## src/rtl/div_seq_pkg.sv

```systemverilog
// Shared types and constants for the tff_div_sequencer slice.
package div_seq_pkg;

   typedef enum logic [1:0] {
      IDLE  = 2'd0,
      RUN   = 2'd1,
      DRAIN = 2'd2
   } state_t;

   localparam int unsigned RATIO_MIN = 2;
   localparam int unsigned RATIO_RST = 2;

endpackage

```

## src/rtl/tff_div_sequencer_if.sv

```systemverilog
// Ratio configuration handshake: valid/ready transfer plus illegal-ratio flag.
interface tff_div_sequencer_if #(parameter int unsigned W = 8);

   logic         cfg_valid;
   logic         cfg_ready;
   logic [W-1:0] cfg_ratio;
   logic         cfg_err;

   modport master (output cfg_valid, output cfg_ratio, input cfg_ready, input cfg_err);
   modport slave  (input cfg_valid, input cfg_ratio, output cfg_ready, output cfg_err);

endinterface

```

## src/rtl/div_seq_counter.sv

```systemverilog
// Modulo-N period counter with boundary detect and tick/tog decode.
module div_seq_counter #(
   parameter int unsigned W = 8
) (
   input  logic         clk,
   input  logic         rst_n,
   input  logic         en,
   input  logic         clr,
   input  logic [W-1:0] ratio,
   output logic         boundary,
   output logic         tick,
   output logic         tog
);

   localparam logic [W:0]   ONE_X = 1;
   localparam logic [W-1:0] ONE   = 1;

   logic [W-1:0] cnt_q;
   logic [W:0]   half;

   // One extra bit so ceil(N/2) does not overflow at N = 2^W-1.
   assign half     = ({1'b0, ratio} + ONE_X) >> 1;
   assign boundary = en && (cnt_q == ratio - ONE);
   assign tick     = boundary;
   assign tog      = en && ({1'b0, cnt_q} < half);

   always_ff @(posedge clk or negedge rst_n) begin
      if (!rst_n) begin
         cnt_q <= '0;
      end else if (clr || boundary) begin
         cnt_q <= '0;
      end else if (en) begin
         cnt_q <= cnt_q + ONE;
      end
   end

endmodule

```

## src/rtl/tff_div_sequencer.sv

```systemverilog
// Clock-enable divider/sequencer: FSM, ratio handshake, pending ratio.
// Optional completed-period counter enabled by defining DIV_PERIOD_CNT_EN.
module tff_div_sequencer
   import div_seq_pkg::*;
#(
   parameter int unsigned W = 8
`ifdef DIV_PERIOD_CNT_EN
 , parameter int unsigned CNT_W = 16
`endif
) (
   input  logic                clk,
   input  logic                rst_n,
   tff_div_sequencer_if.slave  cfg,
   input  logic                start,
   input  logic                stop,
   output logic                tick,
   output logic                tog,
   output logic                busy
`ifdef DIV_PERIOD_CNT_EN
 , output logic [CNT_W-1:0]    period_cnt
`endif
);

   state_t       state_q, state_d;
   logic [W-1:0] ratio_q;
   logic [W-1:0] pend_q;
   logic         pend_v;
   logic         cfg_err_q;
   logic         xfer;
   logic         legal;
   logic         start_run;
   logic         boundary;

   assign xfer          = cfg.cfg_valid && cfg.cfg_ready;
   assign legal         = cfg.cfg_ratio >= W'(RATIO_MIN);
   assign start_run     = (state_q == IDLE) && start && !stop;
   assign cfg.cfg_ready = (state_q != DRAIN);
   assign cfg.cfg_err   = cfg_err_q;
   assign busy          = (state_q != IDLE);

   always_ff @(posedge clk or negedge rst_n) begin
      if (!rst_n) state_q <= IDLE;
      else        state_q <= state_d;
   end

   always_comb begin
      state_d = state_q;
      case (state_q)
         IDLE:    if (start && !stop) state_d = RUN;
         RUN:     if (stop)           state_d = DRAIN;
         DRAIN:   if (boundary)       state_d = IDLE;
         default:                     state_d = IDLE;
      endcase
   end

   // A pending ratio committed at a boundary may be replaced in the same cycle
   // by a new RUN transfer, which then waits for the following boundary.
   always_ff @(posedge clk or negedge rst_n) begin
      if (!rst_n) begin
         ratio_q   <= W'(RATIO_RST);
         pend_q    <= W'(RATIO_RST);
         pend_v    <= 1'b0;
         cfg_err_q <= 1'b0;
      end else begin
         cfg_err_q <= xfer && !legal;
         if (boundary && pend_v) begin
            ratio_q <= pend_q;
            pend_v  <= 1'b0;
         end
         if (xfer && legal) begin
            if (state_q == IDLE) begin
               ratio_q <= cfg.cfg_ratio;
            end else begin
               pend_q <= cfg.cfg_ratio;
               pend_v <= 1'b1;
            end
         end
      end
   end

   div_seq_counter #(.W(W)) u_cnt (
      .clk      (clk),
      .rst_n    (rst_n),
      .en       (state_q != IDLE),
      .clr      (start_run),
      .ratio    (ratio_q),
      .boundary (boundary),
      .tick     (tick),
      .tog      (tog)
   );

`ifdef DIV_PERIOD_CNT_EN
   always_ff @(posedge clk or negedge rst_n) begin
      if (!rst_n) begin
         period_cnt <= '0;
      end else if (start_run) begin
         period_cnt <= '0;
      end else if (tick && (period_cnt != '1)) begin
         period_cnt <= period_cnt + 1'b1;
      end
   end
`endif

endmodule

```

## src/flat_wrapper.sv

```systemverilog
// flat-port wrapper written by rule: the top's interface ports become plain ports
module tff_div_sequencer_flat import div_seq_pkg::*;
#(
   parameter int unsigned W = 8

)
  (clk, rst_n, start, stop, tick, tog, busy, cfg_cfg_valid, cfg_cfg_ratio, cfg_cfg_ready, cfg_cfg_err);
  tff_div_sequencer_if #(.W(W)) cfg_i ();
  input  logic clk;
  input  logic rst_n;
  input  logic start;
  input  logic stop;
  output logic tick;
  output logic tog;
  output logic busy;
  input wire logic [$bits(cfg_i.cfg_valid)-1:0] cfg_cfg_valid;
  input wire logic [$bits(cfg_i.cfg_ratio)-1:0] cfg_cfg_ratio;
  output wire logic [$bits(cfg_i.cfg_ready)-1:0] cfg_cfg_ready;
  output wire logic [$bits(cfg_i.cfg_err)-1:0] cfg_cfg_err;
  assign cfg_i.cfg_valid = cfg_cfg_valid;
  assign cfg_i.cfg_ratio = cfg_cfg_ratio;
  assign cfg_cfg_ready = cfg_i.cfg_ready;
  assign cfg_cfg_err = cfg_i.cfg_err;
  tff_div_sequencer #(.W(W)) u_core (.clk(clk), .rst_n(rst_n), .cfg(cfg_i), .start(start), .stop(stop), .tick(tick), .tog(tog), .busy(busy));
endmodule
```

## config.mk

```make
export PLATFORM = sky130hd
export DESIGN_NAME = tff_div_sequencer_flat
export DESIGN_NICKNAME = d
export VERILOG_FILES = /design/src/rtl/div_seq_pkg.sv /design/src/rtl/tff_div_sequencer_if.sv /design/src/rtl/div_seq_counter.sv /design/src/rtl/tff_div_sequencer.sv /design/src/flat_wrapper.sv
export SDC_FILE = /design/constraint.sdc
export NUM_CORES = 1
export LEC_CHECK = 0
export ABC_AREA = 1
export CORE_MARGIN = 2
export CORE_UTILIZATION = 23
export CTS_BUF_LIST = sky130_fd_sc_hd__clkbuf_2 sky130_fd_sc_hd__clkbuf_4 sky130_fd_sc_hd__clkbuf_8
export DETAILED_ROUTE_END_ITERATION = 10
export GPL_TIMING_DRIVEN = 1
export PLACE_DENSITY = 0.45
export SLEW_MARGIN = 20
export SYNTH_ARGS = -nofsm -noshare
export SYNTH_HDL_FRONTEND = slang
export SYNTH_SLANG_ARGS = --single-unit
```

## constraint.sdc

```tcl
create_clock -name clk -period 5.1 [get_ports clk]
set_input_delay 1.53 -clock clk [delete_from_list [all_inputs] [get_ports clk]]
set_output_delay 1.53 -clock clk [all_outputs]
set_load 0.05 [all_outputs]
```

==> reports/metrics.cfg, run 1 <==
[cts]
cts_tree = done
h-tree-depth = 1
cts_setup_buffers = 0
clockBufferDepth = 2
clk_transition_reported_paths_ps = 110
clock-sinks = 28
numCtsBuffers = 3
holdBufCountCts = 0
cts_resized = 0
cts_root_buf = clkbuf_8
clock_latency_ps = 290

[worst_setup_path]
critPathMaxFanout = 4
cp_top_family = buffers and inverters
critPathMostFrequentCell = nand2_1
worstSetupEndpointType = output port
critPathBufInv = 2
cpPeakStageDelay_ps = 820
required_ps = 3570
rrSetupSlack_ps = 2900
crit_type = reg2out
worstPathArrival_ps = 3060
cp_slowest_cell = clkdlybuf4s50_1
path_cells = inv_1, nor3_1, nand2_1, nor2_1, nand3_1, xor2_1, ha_1, a21oi_1, nand2_1, a31oi_1, clkdlybuf4s50_1
startpoint_type = flop

[timing]
min_period_ps = 4590
fin_ws_ps = 514
worst_pin_slew_ps = 596
hold_violations = 0
finalSetupViolations = 0
setup_tns_ps = 0
hold_ws_ps = 491
finClkSkew_ps = 4.51
rsz0062_at_grt = false
fmax_mhz = 218
drv_slew = 0
maxSlewHeadroom_pct = 60.1
finalCritPeriodShare_pct = 89.9

[yosys]
synthesis.area_mm2 = 0.00186
synth-seq-cells = 28
synth_cell_types = 24
synthCells = 262
synth_nets = 285
yosysSeqAreaShare_pct = 37.8
yosysWarnings = 0
synth.avg_cell_area_um2 = 7.11

[power_and_ir_drop]
power.share.combinational_pct = 50.3
power_density_mw_per_mm2 = 522
p_int_mw = 0.624
ir_drop_uv = 186
leakagePower_nw = 1.10
p_seq_share_pct = 33.8
p_sw_share_pct = 46.3
netSwitchingPower_mw = 0.537
pwr-share-clk_pct = 16.0

[place]
dp_slack_ps = 838
hpwl_um = 3470
port_buffers = 17
place_congestion = 0.785
placed_cells = 380

[grt]
grt_max_degree = 29
busiest_layer = met2
grtUsageMet3_pct = 2.25
track_usage_pct = 11.1
grt_use_met2_pct = 18.2
grt-ovfl-total = 0
grt_pass1_vias = 1611
grt_pass1_wl_um = 7810
use_met1_pct = 15.3
antenna_found_initial = 0

[die]
core-area_mm2 = 0.00777
start_util_pct = 24.0
rows = 32
fp.dieH_um = 94.0
fp.dieW_um = 94.0
die_area_mm2 = 0.00883
ioPinCount = 18

[routing]
drc_errors = 0
via_per_inst = 4.23
wire_per_inst_um = 11.4
ant_nets = 0
wl_um = 4390
first_pass_iters = 4
vias = 1623
first_iter_violations = 48

[final_layout]
drive_gt1_share_pct = 8.16
seq_area_um2 = 703
mostFrequentLayoutCells = nand2_1 (85), inv_1 (28), nand3_1 (26), dfrtp_1 (26), nor2_1 (24)
diodes = 0
stdcell_count = 384
fillers = 908
fin_nets = 306
area_delta_synth_final_pct = 19.5
final_common_cell = nand2_1
multi_input_area_mm2 = 0.00101

[worst_hold_path]
min_path_type = reg2reg

[flow_run]
maxCapViolCount = 0

[run_status]
status = finished, final reports clean

-- worst min-delay path, cell delays in order (launching register included) --
cell	delay, ps
dfrtp_1	370
nand2_1	60
nand2_1	40
-- synth_stat cells --
cell type	number	area share [%]
nor2_4	1	0.60
nand4_1	5	1.7
buf_2	2	0.54
ha_1	10	6.7
nor2_2	3	1.0
o21ai_2	2	0.94
a21oi_1	5	1.3
buf_6	1	0.60
nor4_1	1	0.34
nand2_2	2	0.67
nor3_1	5	1.3
xnor2_1	3	1.4
nand4_2	1	0.67
nor2_1	24	4.8
dfstp_2	2	2.8
nand3_1	26	7.0
a31oi_1	1	0.34
inv_2	6	1.2
xor2_1	10	4.7
dfrtp_1	26	35
nand2_1	85	17
inv_1	28	5.6
o21ai_1	2	0.54
o21ai_0	11	3.0
-- routing by layer --
metal / part of all wire (%) / vias up / routed length (um)
met5: 0 / - / 0
met4: 0.61 / 0 / 27
met2: 46 / 18 / 2010
met3: 2.5 / 2 / 112
li1: - / 872 / -
met1: 51 / 731 / 2240
-- per-stage QoR --
step           instance area [um^2]  power [mW]  utilization, %
6_report                       2220        1.16            28.6
5_1_grt                        2220        1.28            28.6
4_1_cts                        2220        1.18            28.6
3_5_place_dp                   2150       0.987            27.7
3_3_place_gp                   2150       0.983            27.7
2_1_floorplan                  1860       0.826               -
-- sequential cells by signal, indices dropped and copies added, names as in the netlist --
name	cells
u_core.pend_q	8
u_core.state_q	2
u_core.ratio_q	8
u_core.pend_v	1
u_core.u_cnt.cnt_q	8
u_core.cfg.cfg_err	1
-- power groups by stage --
| stage | logic (mW) | registers, mW | clock network [mW] |
|---|---|---|---|
| 6_report | 0.584 | 0.392 | 0.186 |
| 5_1_grt | 0.673 | 0.406 | 0.201 |
| 4_1_cts | 0.594 | 0.392 | 0.191 |
| 3_5_place_dp | 0.590 | 0.396 | 0 |
| 3_3_place_gp | 0.588 | 0.395 | 0 |
| 2_1_floorplan | 0.453 | 0.373 | 0 |
-- layout make-up --
cell class              instances  share of cell area (%)
well taps                     102                    5.74
multi-input cells             197                    45.4
clock buffers                   3                    1.86
clock inverters                 1                    1.35
flip-flops and latches         28                    31.6
repair buffers                 19                    8.32
inverters                      34                    5.74
-- final timing paths --
check / cells after the start / start / end
worst max-delay path: 11 / u_core.ratio_q[1] / tog
worst min-delay path: 2 / u_core.pend_q[6] / u_core.pend_q[6]
worst max register to register: 11 / u_core.ratio_q[1] / u_core.ratio_q[7]
worst min register to register: 2 / u_core.pend_q[6] / u_core.pend_q[6]
max in group asynchronous: 2 / rst_n / u_core.ratio_q[1]
min in group asynchronous: 2 / rst_n / u_core.u_cnt.cnt_q[1]
-- kinds of logic after synthesis --
family	after synthesis	share of synthesized area [%]
buffers and inverters	37	8.00
adders and majority gates	10	6.72
and+or+nand+nor	153	35.3
DFF	28	37.8
AOI/OAI and AO/OA	21	6.12
xor gates and xnor gates	13	6.12
Note: power is estimated with default switching activity, not from simulation.
==> run 2: changes to the inputs <==
--- a/config.mk
+++ b/config.mk
@@ -9,9 +9,10 @@
 export CORE_MARGIN = 2
 export CORE_UTILIZATION = 23
 export CTS_BUF_LIST = sky130_fd_sc_hd__clkbuf_2 sky130_fd_sc_hd__clkbuf_4 sky130_fd_sc_hd__clkbuf_8
+export CTS_CLUSTER_DIAMETER = 30
 export DETAILED_ROUTE_END_ITERATION = 10
 export GPL_TIMING_DRIVEN = 1
-export PLACE_DENSITY = 0.45
+export PLACE_DENSITY = 0.41
 export SLEW_MARGIN = 20
 export SYNTH_ARGS = -nofsm -noshare
 export SYNTH_HDL_FRONTEND = slang
==> run 2 against run 1 <==
Net effect:
- critical path depth unchanged
- sequential power about the same
- first-iteration DRC count rose by 79%
- fmax up 0.39%
- largest cell class unchanged
==> reports/metrics.cfg, run 2 (synthesized netlist as in run 1, its figures left out) <==
[worst_setup_path]
critPathMaxFanout = 4  ; unchanged
startpoint_type = flop  ; unchanged
worstPathArrival_ps = 3040  ; was 3060 ps
required_ps = 3570  ; about the same
crit_type = reg2out  ; unchanged
worstSetupEndpointType = output port  ; unchanged

[place]
place_congestion = 0.781  ; was 0.785
hpwl_um = 3520  ; was 3470 um
port_buffers = 17  ; unchanged
placed_cells = 380  ; unchanged

[routing]
vias = 1598  ; was 1623
via_per_inst = 4.16  ; was 4.23
wl_um = 4580  ; was 4390 um
first_pass_iters = 4  ; unchanged
first_iter_violations = 86  ; was 48
drc_errors = 0  ; unchanged
wire_per_inst_um = 11.9  ; was 11.4 um
ant_nets = 0  ; unchanged

[power_and_ir_drop]
ir_drop_uv = 151  ; was 186 uV
power_density_mw_per_mm2 = 526  ; was 522 mW/mm^2
leakagePower_nw = 1.10  ; unchanged

[cts]
numCtsBuffers = 3  ; unchanged
clk_transition_reported_paths_ps = 110  ; about the same
clock_latency_ps = 290  ; about the same
holdBufCountCts = 0  ; unchanged
h-tree-depth = 1  ; unchanged
cts_tree = done  ; unchanged
cts_setup_buffers = 0  ; unchanged
cts_resized = 0  ; unchanged
clock-sinks = 28  ; unchanged
cts_root_buf = clkbuf_8  ; unchanged
clockBufferDepth = 2  ; unchanged

[die]
die_area_mm2 = 0.00883  ; unchanged
core-area_mm2 = 0.00777  ; unchanged
fp.dieH_um = 94.0  ; unchanged
fp.dieW_um = 94.0  ; unchanged
start_util_pct = 24.0  ; unchanged
rows = 32  ; unchanged
ioPinCount = 18  ; unchanged

[timing]
finalCritPeriodShare_pct = 89.6  ; was 89.9%
hold_violations = 0  ; unchanged
worst_pin_slew_ps = 550  ; was 596 ps
drv_slew = 0  ; unchanged
finalSetupViolations = 0  ; unchanged
fmax_mhz = 219  ; was 218 MHz
setup_tns_ps = 0  ; unchanged
finClkSkew_ps = 1.75  ; was 4.51 ps
min_period_ps = 4570  ; was 4590 ps
maxSlewHeadroom_pct = 63.2  ; was 60.1%
rsz0062_at_grt = false  ; unchanged

[final_layout]
drive_gt1_share_pct = 8.16  ; unchanged
fin_nets = 306  ; unchanged
postLayoutCoreUtil_pct = 28.6  ; unchanged
final_common_cell = nand2_1  ; unchanged
mostFrequentLayoutCells = nand2_1 (85), inv_1 (28), nand3_1 (26), dfrtp_1 (26), nor2_1 (24)  ; unchanged
stdcell_count = 384  ; unchanged
top_regs = u_core.pend_q x8, u_core.ratio_q x8, u_core.u_cnt.cnt_q x8  ; unchanged
diodes = 0  ; unchanged
area_delta_synth_final_pct = 19.5  ; unchanged

[run_status]
status = finished, final reports clean  ; unchanged

[flow_run]
maxCapViolCount = 0  ; unchanged

[grt]
grt_pass1_wl_um = 8050  ; was 7810 um
grt_pass1_vias = 1630  ; was 1611
track_usage_pct = 11.6  ; was 11.1%
grt_max_degree = 29  ; unchanged
grt-ovfl-total = 0  ; unchanged
antenna_found_initial = 0  ; unchanged

[worst_hold_path]
min_path_type = reg2reg  ; unchanged

## run 2: area by class of cell
cell class,instances,area [um^2]
Timing Repair Buffer,19,185
Fill cell,875,5540
Multi-Input combinational cell,197,1010
Inverter,34,128
Sequential cell,28,703
Clock buffer,3,41.3
Tap cell,102,128
Clock inverter,1,30.0
## run 2: worst paths after layout
check | startpoint | to | slack [ps] | depth (start not counted)
worst min-delay path | u_core.pend_q[6] | u_core.pend_q[6] | 490 | 2
worst max register to register | u_core.ratio_q[1] | u_core.ratio_q[2] | 2890 | 13
worst max-delay path | u_core.ratio_q[1] | tog | 530 | 11
max in group asynchronous | rst_n | u_core.pend_q[1] | 3160 | 2
min in group asynchronous | rst_n | u_core.u_cnt.cnt_q[0] | 1620 | 2
worst min register to register | u_core.pend_q[6] | u_core.pend_q[6] | 490 | 2
## run 2: critical path, stage by stage, from the launching register on
cell and delay [ps]:
dfstp_2 570, inv_1 70, nor3_1 240, nand2_1 90, nor2_1 180, nand3_1 110
xor2_1 160, ha_1 180, a21oi_1 140, nand2_1 60, a31oi_1 130, clkdlybuf4s50_1 830
## run 2: where the power goes
part	switching [mW]	internal, mW
registers	0.0846	0.306
logic	0.379	0.213
clock network	0.0823	0.105
## run 2: stage by stage
stage / power [mW] / worst slack (ps) / hold WS, ps / area (um^2)
after floorplan: 0.826 / 1140 / 443 / 1860
after global placement: 0.990 / 838 / 466 / 2150
after detailed placement: 0.994 / 825 / 461 / 2150
after CTS: 1.19 / 485 / 491 / 2220
after global routing: 1.29 / 260 / 527 / 2220
final: 1.17 / 532 / 488 / 2220
## run 2: metal layers
metal / share of wire (%) / track usage [%] / vias up / routed length, um
met5: 0 / 0 / - / 0
met4: 1.6 / 3.02 / 0 / 75
met3: 2.1 / 1.93 / 4 / 94
met2: 46 / 19.3 / 15 / 2100
met1: 50 / 15.5 / 709 / 2310
li1: - / - / 870 / -
==> run 3: changes to the inputs <==
--- a/config.mk
+++ b/config.mk
@@ -6,7 +6,6 @@
 export NUM_CORES = 1
 export LEC_CHECK = 0
 export ABC_AREA = 1
-export CORE_MARGIN = 2
 export CORE_UTILIZATION = 23
 export CTS_BUF_LIST = sky130_fd_sc_hd__clkbuf_2 sky130_fd_sc_hd__clkbuf_4 sky130_fd_sc_hd__clkbuf_8
 export CTS_CLUSTER_DIAMETER = 30
==> run 3 against run 2 <==
Net effect:
- via count grew 1.4%
- flip-flop and latch count is the same
- utilization is essentially flat
- combinational power is essentially flat
- critical path type unchanged
- largest power group unchanged
==> reports/metrics.cfg, run 3 (synthesized netlist as in run 1, its figures left out) <==
[worst_setup_path]
cpPeakStageDelay_ps = 820  ; was 830 ps
worstPathArrival_ps = 3030  ; was 3040 ps
startpoint_type = flop  ; unchanged
worstSetupEndpointType = output port  ; unchanged
path_cells = inv_1, nor3_1, nand2_1, nor2_1, nand3_1, xor2_1, ha_1, a21oi_1, nand2_1, a31oi_1, clkdlybuf4s50_1  ; unchanged
crit_type = reg2out  ; unchanged
cp_slowest_cell = clkdlybuf4s50_1  ; unchanged
required_ps = 3570  ; about the same
critPathBufInv = 2  ; unchanged
critPathMostFrequentCell = nand2_1  ; unchanged
cp_top_family = buffers and inverters  ; unchanged
critPathMaxFanout = 4  ; unchanged

[cts]
clock_latency_ps = 290  ; about the same
clk_transition_reported_paths_ps = 110  ; about the same
clockBufferDepth = 2  ; unchanged
cts_resized = 0  ; unchanged
h-tree-depth = 1  ; unchanged
clock-sinks = 28  ; unchanged
numCtsBuffers = 3  ; unchanged
cts_tree = done  ; unchanged
cts_setup_buffers = 0  ; unchanged
cts_root_buf = clkbuf_8  ; unchanged
holdBufCountCts = 0  ; unchanged

[power_and_ir_drop]
p_seq_share_pct = 33.5  ; was 33.4%
ir_drop_uv = 163  ; was 151 uV
pwr-share-clk_pct = 15.8  ; was 16.0%
p_sw_share_pct = 46.4  ; was 46.6%
p_int_mw = 0.625  ; about the same
netSwitchingPower_mw = 0.542  ; was 0.546 mW
leakagePower_nw = 1.10  ; about the same
power.share.combinational_pct = 50.7  ; was 50.6%
power_density_mw_per_mm2 = 524  ; was 526 mW/mm^2

[grt]
grt_max_degree = 23  ; was 29
grt-ovfl-total = 0  ; unchanged
antenna_found_initial = 0  ; unchanged
track_usage_pct = 11.8  ; was 11.6%
grt_pass1_vias = 1610  ; was 1630
grt_pass1_wl_um = 7890  ; was 8050 um

[timing]
min_period_ps = 4560  ; was 4570 ps
drv_slew = 0  ; unchanged
rsz0062_at_grt = false  ; unchanged
finClkSkew_ps = 8.55  ; was 1.75 ps
finalCritPeriodShare_pct = 89.4  ; was 89.6%
setup_tns_ps = 0  ; unchanged
worst_pin_slew_ps = 581  ; was 550 ps
hold_ws_ps = 490  ; was 488 ps
maxSlewHeadroom_pct = 61.1  ; was 63.2%
fin_ws_ps = 541  ; was 532 ps
hold_violations = 0  ; unchanged
fmax_mhz = 219  ; about the same
finalSetupViolations = 0  ; unchanged

[die]
rows = 32  ; unchanged
die_area_mm2 = 0.00846  ; was 0.00883 mm^2
fp.dieW_um = 92.0  ; was 94.0 um
start_util_pct = 24.0  ; unchanged
fp.dieH_um = 92.0  ; was 94.0 um
core-area_mm2 = 0.00777  ; unchanged
ioPinCount = 18  ; unchanged

[worst_hold_path]
min_path_type = reg2reg  ; unchanged

[routing]
wire_per_inst_um = 11.9  ; about the same
first_iter_violations = 73  ; was 86
vias = 1620  ; was 1598
via_per_inst = 4.21  ; was 4.16
ant_nets = 0  ; unchanged
first_pass_iters = 4  ; unchanged
wl_um = 4570  ; was 4580 um
drc_errors = 0  ; unchanged

[final_layout]
area_delta_synth_final_pct = 19.6  ; was 19.5%
final_common_cell = nand2_1  ; unchanged
fin_nets = 307  ; was 306
top_regs = u_core.pend_q x8, u_core.ratio_q x8, u_core.u_cnt.cnt_q x8  ; unchanged
fillers = 878  ; was 875
diodes = 0  ; unchanged
drive_gt1_share_pct = 8.83  ; was 8.16%
seq_area_um2 = 703  ; unchanged
mostFrequentLayoutCells = nand2_1 (85), inv_1 (28), nand3_1 (26), dfrtp_1 (26), nor2_1 (24)  ; unchanged
multi_input_area_mm2 = 0.00101  ; unchanged

[place]
dp_slack_ps = 843  ; was 825 ps
port_buffers = 17  ; unchanged
hpwl_um = 3600  ; was 3520 um
place_congestion = 0.742  ; was 0.781

[run_status]
status = finished, final reports clean  ; unchanged

[flow_run]
maxCapViolCount = 0  ; unchanged

run 3: cell count changes in the layout (fill, tap and decap cells not counted):
cell,change
buf_2,+1
buf_4,+1
clkdlybuf4s50_1,-1
run 3: metal layers:
layer / track usage (%) / routed length [um]
met4: 1.95 / 29
met3: 2.57 / 167
met2: 19.5 / 2000
met1: 16.1 / 2370
met5: 0 / 0
run 3: power groups by stage:
stage / Clock, mW / Sequential, mW / Combinational, mW
after floorplan: 0 / 0.373 / 0.453
after global placement: 0 / 0.396 / 0.598
after detailed placement: 0 / 0.395 / 0.602
after CTS: 0.193 / 0.391 / 0.604
after global routing: 0.200 / 0.407 / 0.684
final: 0.184 / 0.391 / 0.592
run 3: per-stage QoR:
stage	power [mW]	area [um^2]	util, %	instances
final	1.17	2230	28.7	385
after detailed placement	0.997	2160	27.8	381
after global routing	1.29	2230	28.7	385
after CTS	1.19	2230	28.7	385
after global placement	0.994	2160	27.8	381
after floorplan	0.826	1860	-	262
run 3: final timing paths:
path / cells after the start / endpoint / slack (ps) / startpoint
worst max-delay path: 11 / tog / 540 / u_core.ratio_q[1]
worst min-delay path: 2 / u_core.pend_q[4] / 490 / u_core.pend_q[4]
worst max register to register: 10 / u_core.ratio_q[2] / 2840 / u_core.ratio_q[1]
worst min register to register: 2 / u_core.pend_q[4] / 490 / u_core.pend_q[4]
max in group asynchronous: 3 / u_core.pend_q[1] / 3200 / rst_n
min in group asynchronous: 1 / u_core.state_q[1] / 1210 / rst_n
run 3: layout make-up:
| cell class | count | share of cell area (%) |
|---|---|---|
| Clock inverter | 1 | 1.35 |
| Clock buffer | 3 | 1.85 |
| Sequential cell | 28 | 31.6 |
| Timing Repair Buffer | 20 | 8.43 |
| Multi-Input combinational cell | 197 | 45.3 |
| Tap cell | 102 | 5.73 |
| Inverter | 34 | 5.73 |
run 3: worst register-to-register path, stage by stage (launching register included):
cell and delay [ps]:
dfstp_2 570, inv_1 80, ha_1 320, xnor2_1 140, nor2_1 100, nand2_1 90
nor2_2 170, nand4_2 330, nand2_1 170, nand2_1 70, o21ai_1 150
